### src/rtl/div_mae_monitor.sv
`timescale 1ns / 1ps
// div_mae_monitor
// Error monitor placed downstream of the 16/8 approximate array divider. Each accepted
// (n, d, q_apx, r_apx) sample is re-divided exactly with an 8-iteration restoring divider.
// Quotient absolute error is accumulated over a window of 2^SAMPLES_LOG2 non-overflow
// samples. At the end of each window the MAE, the maximum error and the mismatch count
// are published.
//
// Ports
//   clk       rising-edge clock
//   rst_n     synchronous active-low reset
//   clr       synchronous clear of accumulators and ovf_cnt; drops any in-flight sample
//   in_valid  sample present
//   in_ready  monitor can accept a sample
//   n, d      dividend / divisor given to the divider
//   q_apx     approximate quotient
//   r_apx     approximate remainder
//   mae       floor(window error sum / 2^SAMPLES_LOG2), published
//   max_err   largest quotient error in the window, published
//   mism_cnt  samples with a quotient or remainder mismatch, published
//   ovf_cnt   overflow samples since reset/clr, saturating
//   done      one-cycle pulse when the published outputs update
module div_mae_monitor #(
  parameter int unsigned SAMPLES_LOG2 = 10
) (
  input  logic                    clk,
  input  logic                    rst_n,
  input  logic                    clr,
  input  logic                    in_valid,
  output logic                    in_ready,
  input  logic [15:0]             n,
  input  logic [7:0]              d,
  input  logic [7:0]              q_apx,
  input  logic [7:0]              r_apx,
  output logic [7:0]              mae,
  output logic [7:0]              max_err,
  output logic [SAMPLES_LOG2:0]   mism_cnt,
  output logic [15:0]             ovf_cnt,
  output logic                    done
);

  localparam int unsigned SumW = 8 + SAMPLES_LOG2;
  localparam int unsigned CntW = SAMPLES_LOG2 + 1;
  localparam logic [CntW-1:0] WinLen = CntW'(1) << SAMPLES_LOG2;

  typedef enum logic [1:0] {StIdle, StDiv, StAcc} state_e;

  state_e            state_q, state_d;
  logic              rst_ok_q;
  logic [7:0]        nlo_q, nlo_d;     // remaining dividend bits, consumed MSB first
  logic [7:0]        d_q, d_d;
  logic [7:0]        qa_q, qa_d;
  logic [7:0]        ra_q, ra_d;
  logic [7:0]        rem_q, rem_d;
  logic [7:0]        quo_q, quo_d;
  logic [2:0]        it_q, it_d;
  logic              ovf_flag_q, ovf_flag_d;
  logic [SumW-1:0]   sum_q, sum_d;
  logic [7:0]        max_q, max_d;
  logic [CntW-1:0]   mism_q, mism_d;
  logic [CntW-1:0]   cnt_q, cnt_d;
  logic [7:0]        mae_q, mae_d;
  logic [7:0]        max_err_q, max_err_d;
  logic [CntW-1:0]   mism_cnt_q, mism_cnt_d;
  logic [15:0]       ovf_cnt_q, ovf_cnt_d;
  logic              done_q, done_d;

  logic              xfer;
  logic              is_ovf;
  logic [8:0]        pr;
  logic              ge;
  logic [7:0]        err;
  logic              mism_hit;
  logic [SumW-1:0]   sum_new;
  logic [7:0]        max_new;
  logic [CntW-1:0]   mism_new;
  logic [CntW-1:0]   cnt_new;

  // rst_ok_q holds in_ready low until the first edge that sees rst_n released.
  assign in_ready = (state_q == StIdle) && !clr && rst_ok_q;
  assign xfer     = in_valid && in_ready;
  assign is_ovf   = (d == 8'd0) || (n[15:8] >= d);

  assign pr       = {rem_q, nlo_q[7]};
  assign ge       = pr >= {1'b0, d_q};

  assign err      = (qa_q > quo_q) ? (qa_q - quo_q) : (quo_q - qa_q);
  assign mism_hit = (qa_q != quo_q) || (ra_q != rem_q);
  assign sum_new  = sum_q + SumW'(err);
  assign max_new  = (err > max_q) ? err : max_q;
  assign mism_new = mism_q + CntW'(mism_hit);
  assign cnt_new  = cnt_q + CntW'(1);

  always_comb begin
    state_d    = state_q;
    nlo_d      = nlo_q;
    d_d        = d_q;
    qa_d       = qa_q;
    ra_d       = ra_q;
    rem_d      = rem_q;
    quo_d      = quo_q;
    it_d       = it_q;
    ovf_flag_d = ovf_flag_q;
    sum_d      = sum_q;
    max_d      = max_q;
    mism_d     = mism_q;
    cnt_d      = cnt_q;
    mae_d      = mae_q;
    max_err_d  = max_err_q;
    mism_cnt_d = mism_cnt_q;
    ovf_cnt_d  = ovf_cnt_q;
    done_d     = 1'b0;

    unique case (state_q)
      StIdle: begin
        if (xfer) begin
          nlo_d      = n[7:0];
          rem_d      = n[15:8];
          d_d        = d;
          qa_d       = q_apx;
          ra_d       = r_apx;
          quo_d      = 8'd0;
          it_d       = 3'd0;
          ovf_flag_d = is_ovf;
          state_d    = is_ovf ? StAcc : StDiv;
        end
      end
      StDiv: begin
        // pr < 2*d, so the restored or reduced remainder always fits in 8 bits.
        rem_d = 8'(ge ? (pr - {1'b0, d_q}) : pr);
        quo_d = {quo_q[6:0], ge};
        nlo_d = {nlo_q[6:0], 1'b0};
        it_d  = it_q + 3'd1;
        if (it_q == 3'd7) state_d = StAcc;
      end
      StAcc: begin
        state_d = StIdle;
        if (ovf_flag_q) begin
          if (ovf_cnt_q != 16'hFFFF) ovf_cnt_d = ovf_cnt_q + 16'd1;
        end else if (cnt_new == WinLen) begin
          mae_d      = sum_new[SAMPLES_LOG2 +: 8];
          max_err_d  = max_new;
          mism_cnt_d = mism_new;
          done_d     = 1'b1;
          sum_d      = '0;
          max_d      = '0;
          mism_d     = '0;
          cnt_d      = '0;
        end else begin
          sum_d  = sum_new;
          max_d  = max_new;
          mism_d = mism_new;
          cnt_d  = cnt_new;
        end
      end
      default: state_d = StIdle;
    endcase

    if (clr) begin
      state_d   = StIdle;
      sum_d     = '0;
      max_d     = '0;
      mism_d    = '0;
      cnt_d     = '0;
      ovf_cnt_d = '0;
      done_d    = 1'b0;
    end
  end

  always_ff @(posedge clk) begin
    if (!rst_n) begin
      state_q    <= StIdle;
      rst_ok_q   <= 1'b0;
      nlo_q      <= '0;
      d_q        <= '0;
      qa_q       <= '0;
      ra_q       <= '0;
      rem_q      <= '0;
      quo_q      <= '0;
      it_q       <= '0;
      ovf_flag_q <= 1'b0;
      sum_q      <= '0;
      max_q      <= '0;
      mism_q     <= '0;
      cnt_q      <= '0;
      mae_q      <= '0;
      max_err_q  <= '0;
      mism_cnt_q <= '0;
      ovf_cnt_q  <= '0;
      done_q     <= 1'b0;
    end else begin
      state_q    <= state_d;
      rst_ok_q   <= 1'b1;
      nlo_q      <= nlo_d;
      d_q        <= d_d;
      qa_q       <= qa_d;
      ra_q       <= ra_d;
      rem_q      <= rem_d;
      quo_q      <= quo_d;
      it_q       <= it_d;
      ovf_flag_q <= ovf_flag_d;
      sum_q      <= sum_d;
      max_q      <= max_d;
      mism_q     <= mism_d;
      cnt_q      <= cnt_d;
      mae_q      <= mae_d;
      max_err_q  <= max_err_d;
      mism_cnt_q <= mism_cnt_d;
      ovf_cnt_q  <= ovf_cnt_d;
      done_q     <= done_d;
    end
  end

  assign mae      = mae_q;
  assign max_err  = max_err_q;
  assign mism_cnt = mism_cnt_q;
  assign ovf_cnt  = ovf_cnt_q;
  assign done     = done_q;

endmodule

### config.mk
export PLATFORM = sky130hd
export DESIGN_NAME = div_mae_monitor
export DESIGN_NICKNAME = d
export VERILOG_FILES = /design/src/rtl/div_mae_monitor.sv
export SDC_FILE = /design/constraint.sdc
export NUM_CORES = 1
export LEC_CHECK = 0
export CORE_MARGIN = 8
export CORE_UTILIZATION = 44
export CTS_CLUSTER_SIZE = 10
export DETAILED_ROUTE_END_ITERATION = 16
export DONT_BUFFER_PORTS = 1
export PLACE_DENSITY = 0.65
export SYNTH_ARGS = -nofsm -noshare
export SYNTH_HDL_FRONTEND = slang
export SYNTH_SLANG_ARGS = --single-unit
export TNS_END_PERCENT = 10
### constraint.sdc
create_clock -name clk -period 4.13 [get_ports clk]
set_input_delay 0.413 -clock clk [delete_from_list [all_inputs] [get_ports clk]]
set_output_delay 0.413 -clock clk [all_outputs]
set_load 0.1 [all_outputs]
==> impl_results.md <==
* Outcome: finished clean
* Setup ws final at roughly 0.22 ns
* Post-route DRC violation count at 0
* CTS H-tree lvls at 4
* Main synth FF type: dfxtp_1
* Die height at 150 µm
* Critical path's slowest cell: fa_1
* CP required at 4.42 ns
* Via Count at 6,729
* Site Rows at 49
* Nets at approximately 1,100
* All-Layer GR Usage at ~17%
* Placer Congestion at 0.894
* Clk_skew at 0.0106 ns
* Die area at 0.0226 mm²
* Clock Tree Buf Depth at 2
* R2R setup slack at 0.22 ns
* Syn_nets at 1,062
* Endpoint class of the critical path: register
* Initial Util at between 40% and 50%
* Initial DRT Pass Iterations at 5
* Cell variety after synth at 68
* Hpwl dp at 14,100 µm
* Total gr overflow at 0
* Largest net degree at the start of global routing at between 60 and 70
* FMAX at 0.256 GHz
* Die Width at 150 µm
* Worst-Skew Late Latency at 0.43 ns
* CP Launch Type: register
* Share of layout cells above drive strength 1 at 10.9%
* Synth top area cells: dfxtp_1 37%, ha_1 8.5%, nand2_1 7.1%, xor2_1 4.5%, a21oi_1 4.3%
* Mapped cell area at 0.00793 mm²
* Layout fillers at around 1,700
* WS Path Type: reg -> reg
* RSZ-0062 raised after global routing: yes
* Vias in the first global route at 6,269
* Max Cap Viol at 0
* YS warnings at 0
* CTS Buf Count at 17
* Power share of the clock group at 43.2%
* PwrDens at approximately 380 mW/mm²
* Seq pwr share at 42.0%
* Lkg Pwr at 3.48 nW
* Antenna violations before repair at 0
* # diodes at 0
* FF+latch count, synth at 147
* Max_slew headroom at 30.8%
* # clock sinks at 147
* Post-layout min period at 3.91 ns
* Critical-path cell list: inv_1 -> ha_1 -> inv_1 -> fa_1 -> a21o_1 -> a221oi_4 -> a21oi_4 -> a211oi_2 -> a21oi_1 -> xnor2_1 -> inv_1 -> ha_1 -> a21oi_1 -> o21ai_0 -> or2_2 -> o21a_4 -> mux2_2 -> mux2i_1 -> nor2_1
* Avg Cell Area, Syn at 8.26 µm²
* ANT nets after route at 0
* Total power at 3.45 mW
* Max incr delay on CP at around 0.38 ns
* Max VDD drop at about 0.29 mV
* CTS tree: done
* Multi-input gate area at around 0.0047 mm²
* Most frequent CP cell: inv_1
* Placeable Area at 0.0178 mm²
* Worst Tran Pin Value at 1.04 ns
* Reg area at 0.00294 mm²
* Final Max Slew Viols at 0
* Fin crit share at between 90% and 100%
* Root Buffer: clkbuf_16
* Synth area leader: dfxtp_1
* Syn Inst Count at 960
* Area grow syn2layout at 14.6%
* Ports at around 90
* Setup violators final at 0
* Sequential share of the synthesized area at 37.1%
* FFs w/ async S/R, synth at 0%
* Internal at 2.51 mW
* Worst slack, placed at -0.000850 ns
* Top cell type's share of synthesized area at 37.1%
* Avg WL per Cell at 15.9 µm
* Worst Hold Class: in -> reg
* Wirelength, routed at 19,400 µm
* Sw power at 0.948 mW
* Endpoints failing hold at 0
* Crit-path max FO at 7
* Gate power share at 14.8%
* Clock slew at the register clock pins of the worst setup and hold paths at roughly 0.060 ns
* Crit path DAT at ~4.2 ns
* Number of synthesized flops with an enable pin at 0
* Sw frac at 27.5%
* Via/cell ratio at 5.51
* First-pass GRT wire length at 31,700 µm
* IO Port Bufs at 0
* Initial DRC Count at 320
[synth_stat cells, types with 2 or more instances]
| library cell | count |
|---|---|
| nand2_1 | 150 |
| dfxtp_1 | 147 |
| nor2_1 | 78 |
| a21oi_1 | 68 |
| ha_1 | 54 |
| inv_1 | 49 |
| xor2_1 | 41 |
| nand3_1 | 40 |
| clkbuf_1 | 36 |
| o21ai_0 | 34 |
| xnor2_1 | 25 |
| a211oi_1 | 21 |
| nand4_1 | 17 |
| mux2i_1 | 16 |
| a21o_1 | 15 |
| a22o_1 | 15 |
| a31oi_1 | 10 |
| nor3_1 | 10 |
| nor2b_1 | 8 |
| a311oi_1 | 7 |
| nand2b_1 | 7 |
| nor4_1 | 7 |
| o21a_1 | 7 |
| and2_1 | 6 |
| and3_1 | 6 |
| buf_2 | 6 |
| o211ai_1 | 6 |
| o22ai_1 | 5 |
| o31ai_1 | 5 |
| and4_1 | 4 |
| fa_1 | 4 |
| or3_1 | 4 |
| buf_4 | 3 |
| mux2_2 | 3 |
| nor3b_1 | 3 |
| o221ai_1 | 3 |
| or2_2 | 3 |
| a221o_1 | 2 |
| a221oi_1 | 2 |
| buf_1 | 2 |
| nand4b_1 | 2 |
| o311ai_0 | 2 |
| or4_1 | 2 |
[sequential cells by signal, indices dropped and copies added, names as in the netlist, 2 cells and up]
name,cells
cnt_q,11
mism_q,11
d_q,8
ovf_cnt,16
nlo_q,8
quo_q,8
state_q,2
qa_q,8
max_q,8
mae,8
max_err,8
it_q,3
sum_q,18
ra_q,8
mism_cnt,11
rem_q,8
[layout make-up]
cell class                      instances  area share (%)
Clock buffer                           18            4.83
Sequential cell                       147            32.4
Timing Repair Buffer                   48            3.99
Inverter                               49            2.02
Multi-Input combinational cell        717            52.2
Clock inverter                         14            1.42
Tap cell                              229            3.15
[through the flow]
step | util [%] | TNS [ns] | cell area, µm² | instances | hold WS [ns]
6_report | 51.0 | 0 | 9090 | 1222 | 0.109
3_3_place_gp | 47.1 | 0 | 8400 | 1188 | 0.444
4_1_cts | 50.4 | 0 | 8990 | 1221 | 0.0913
3_5_place_dp | 47.1 | -0.000850 | 8400 | 1188 | 0.446
2_1_floorplan | - | 0 | 7940 | 960 | 0.432
5_1_grt | 51.0 | -0.00542 | 9090 | 1222 | 0.0934
[metal layers]
metal	track usage (%)	up-vias	wire, µm	part of all wire, %
li1	-	3416	-	-
met5	0	-	0	0
met3	4.87	16	934	4.8
met1	21.5	3170	9010	46
met2	29.5	127	9280	48
met4	4.40	0	196	1.0
[critical path: cells and delay by family, from the launching register on]
| kind | cells | cell delay [ns] |
|---|---|---|
| AO/OA/AOI/OAI | 8 | 1.40 |
| adder cells (fa/ha/maj) | 3 | 0.85 |
| XOR/XNOR | 1 | 0.23 |
| AND/OR/NAND/NOR | 2 | 0.35 |
| buffers and inverters | 3 | 0.21 |
| multiplexers | 2 | 0.40 |
| flip-flops | 1 | 0.31 |
[layout by cell type, fill, tap and decap left out, drive strengths merged, types with 8 or more instances in the layout]
master,n
clkbuf,18
a211oi,21
buf,47
xnor2,25
o21ai,35
nor2b,8
nand2,150
ha,54
nand4,18
xor2,41
nor3,10
a31oi,10
dfxtp,147
nand3,40
a21o,15
a21oi,69
inv,53
nor2,79
nor4,8
mux2i,16
a22o,15
[cell families (layout without fill, tap and decap cells)]
| family | Yosys count | in the layout | share of synthesized area, % |
|---|---|---|---|
| buf+inv | 96 | 129 | 4.78 |
| xor+xnor | 66 | 66 | 7.29 |
| flops | 147 | 147 | 37.1 |
| fa+ha+maj | 58 | 58 | 9.53 |
| mux | 19 | 19 | 2.44 |
| compound gates | 218 | 218 | 18.1 |
| simple gates | 356 | 356 | 20.7 |
[power groups by stage]
stage	Sequential (mW)	Combinational, mW	Clock (mW)
after floorplan	1.48	0.341	0
after global placement	1.48	0.467	0
after detailed placement	1.48	0.472	0
after CTS	1.45	0.477	1.52
after global routing	1.45	0.567	1.58
final	1.45	0.510	1.49
[path summary, 6_finish.rpt]
check | from | end | depth (start not counted)
max reg2reg | qa_q[0] | max_err[0] | 19
min reg2reg | d_q[7] | d_q[7] | 2
min | rst_n | rem_q[5] | 2
max | qa_q[0] | max_err[0] | 19
[timing repair]
| action | 4_1_cts | 5_1_grt |
|---|---|---|
| endpoints found under the setup margin | 1 | 32 |
| buffers inserted | 0 | 1 |
| hold endpoints to repair | 1 | 0 |
| hold buffers | 1 | 0 |
| pin swaps | 0 | 5 |
| resized for setup | 1 | 17 |
Note: power is estimated with default switching activity, not from simulation.
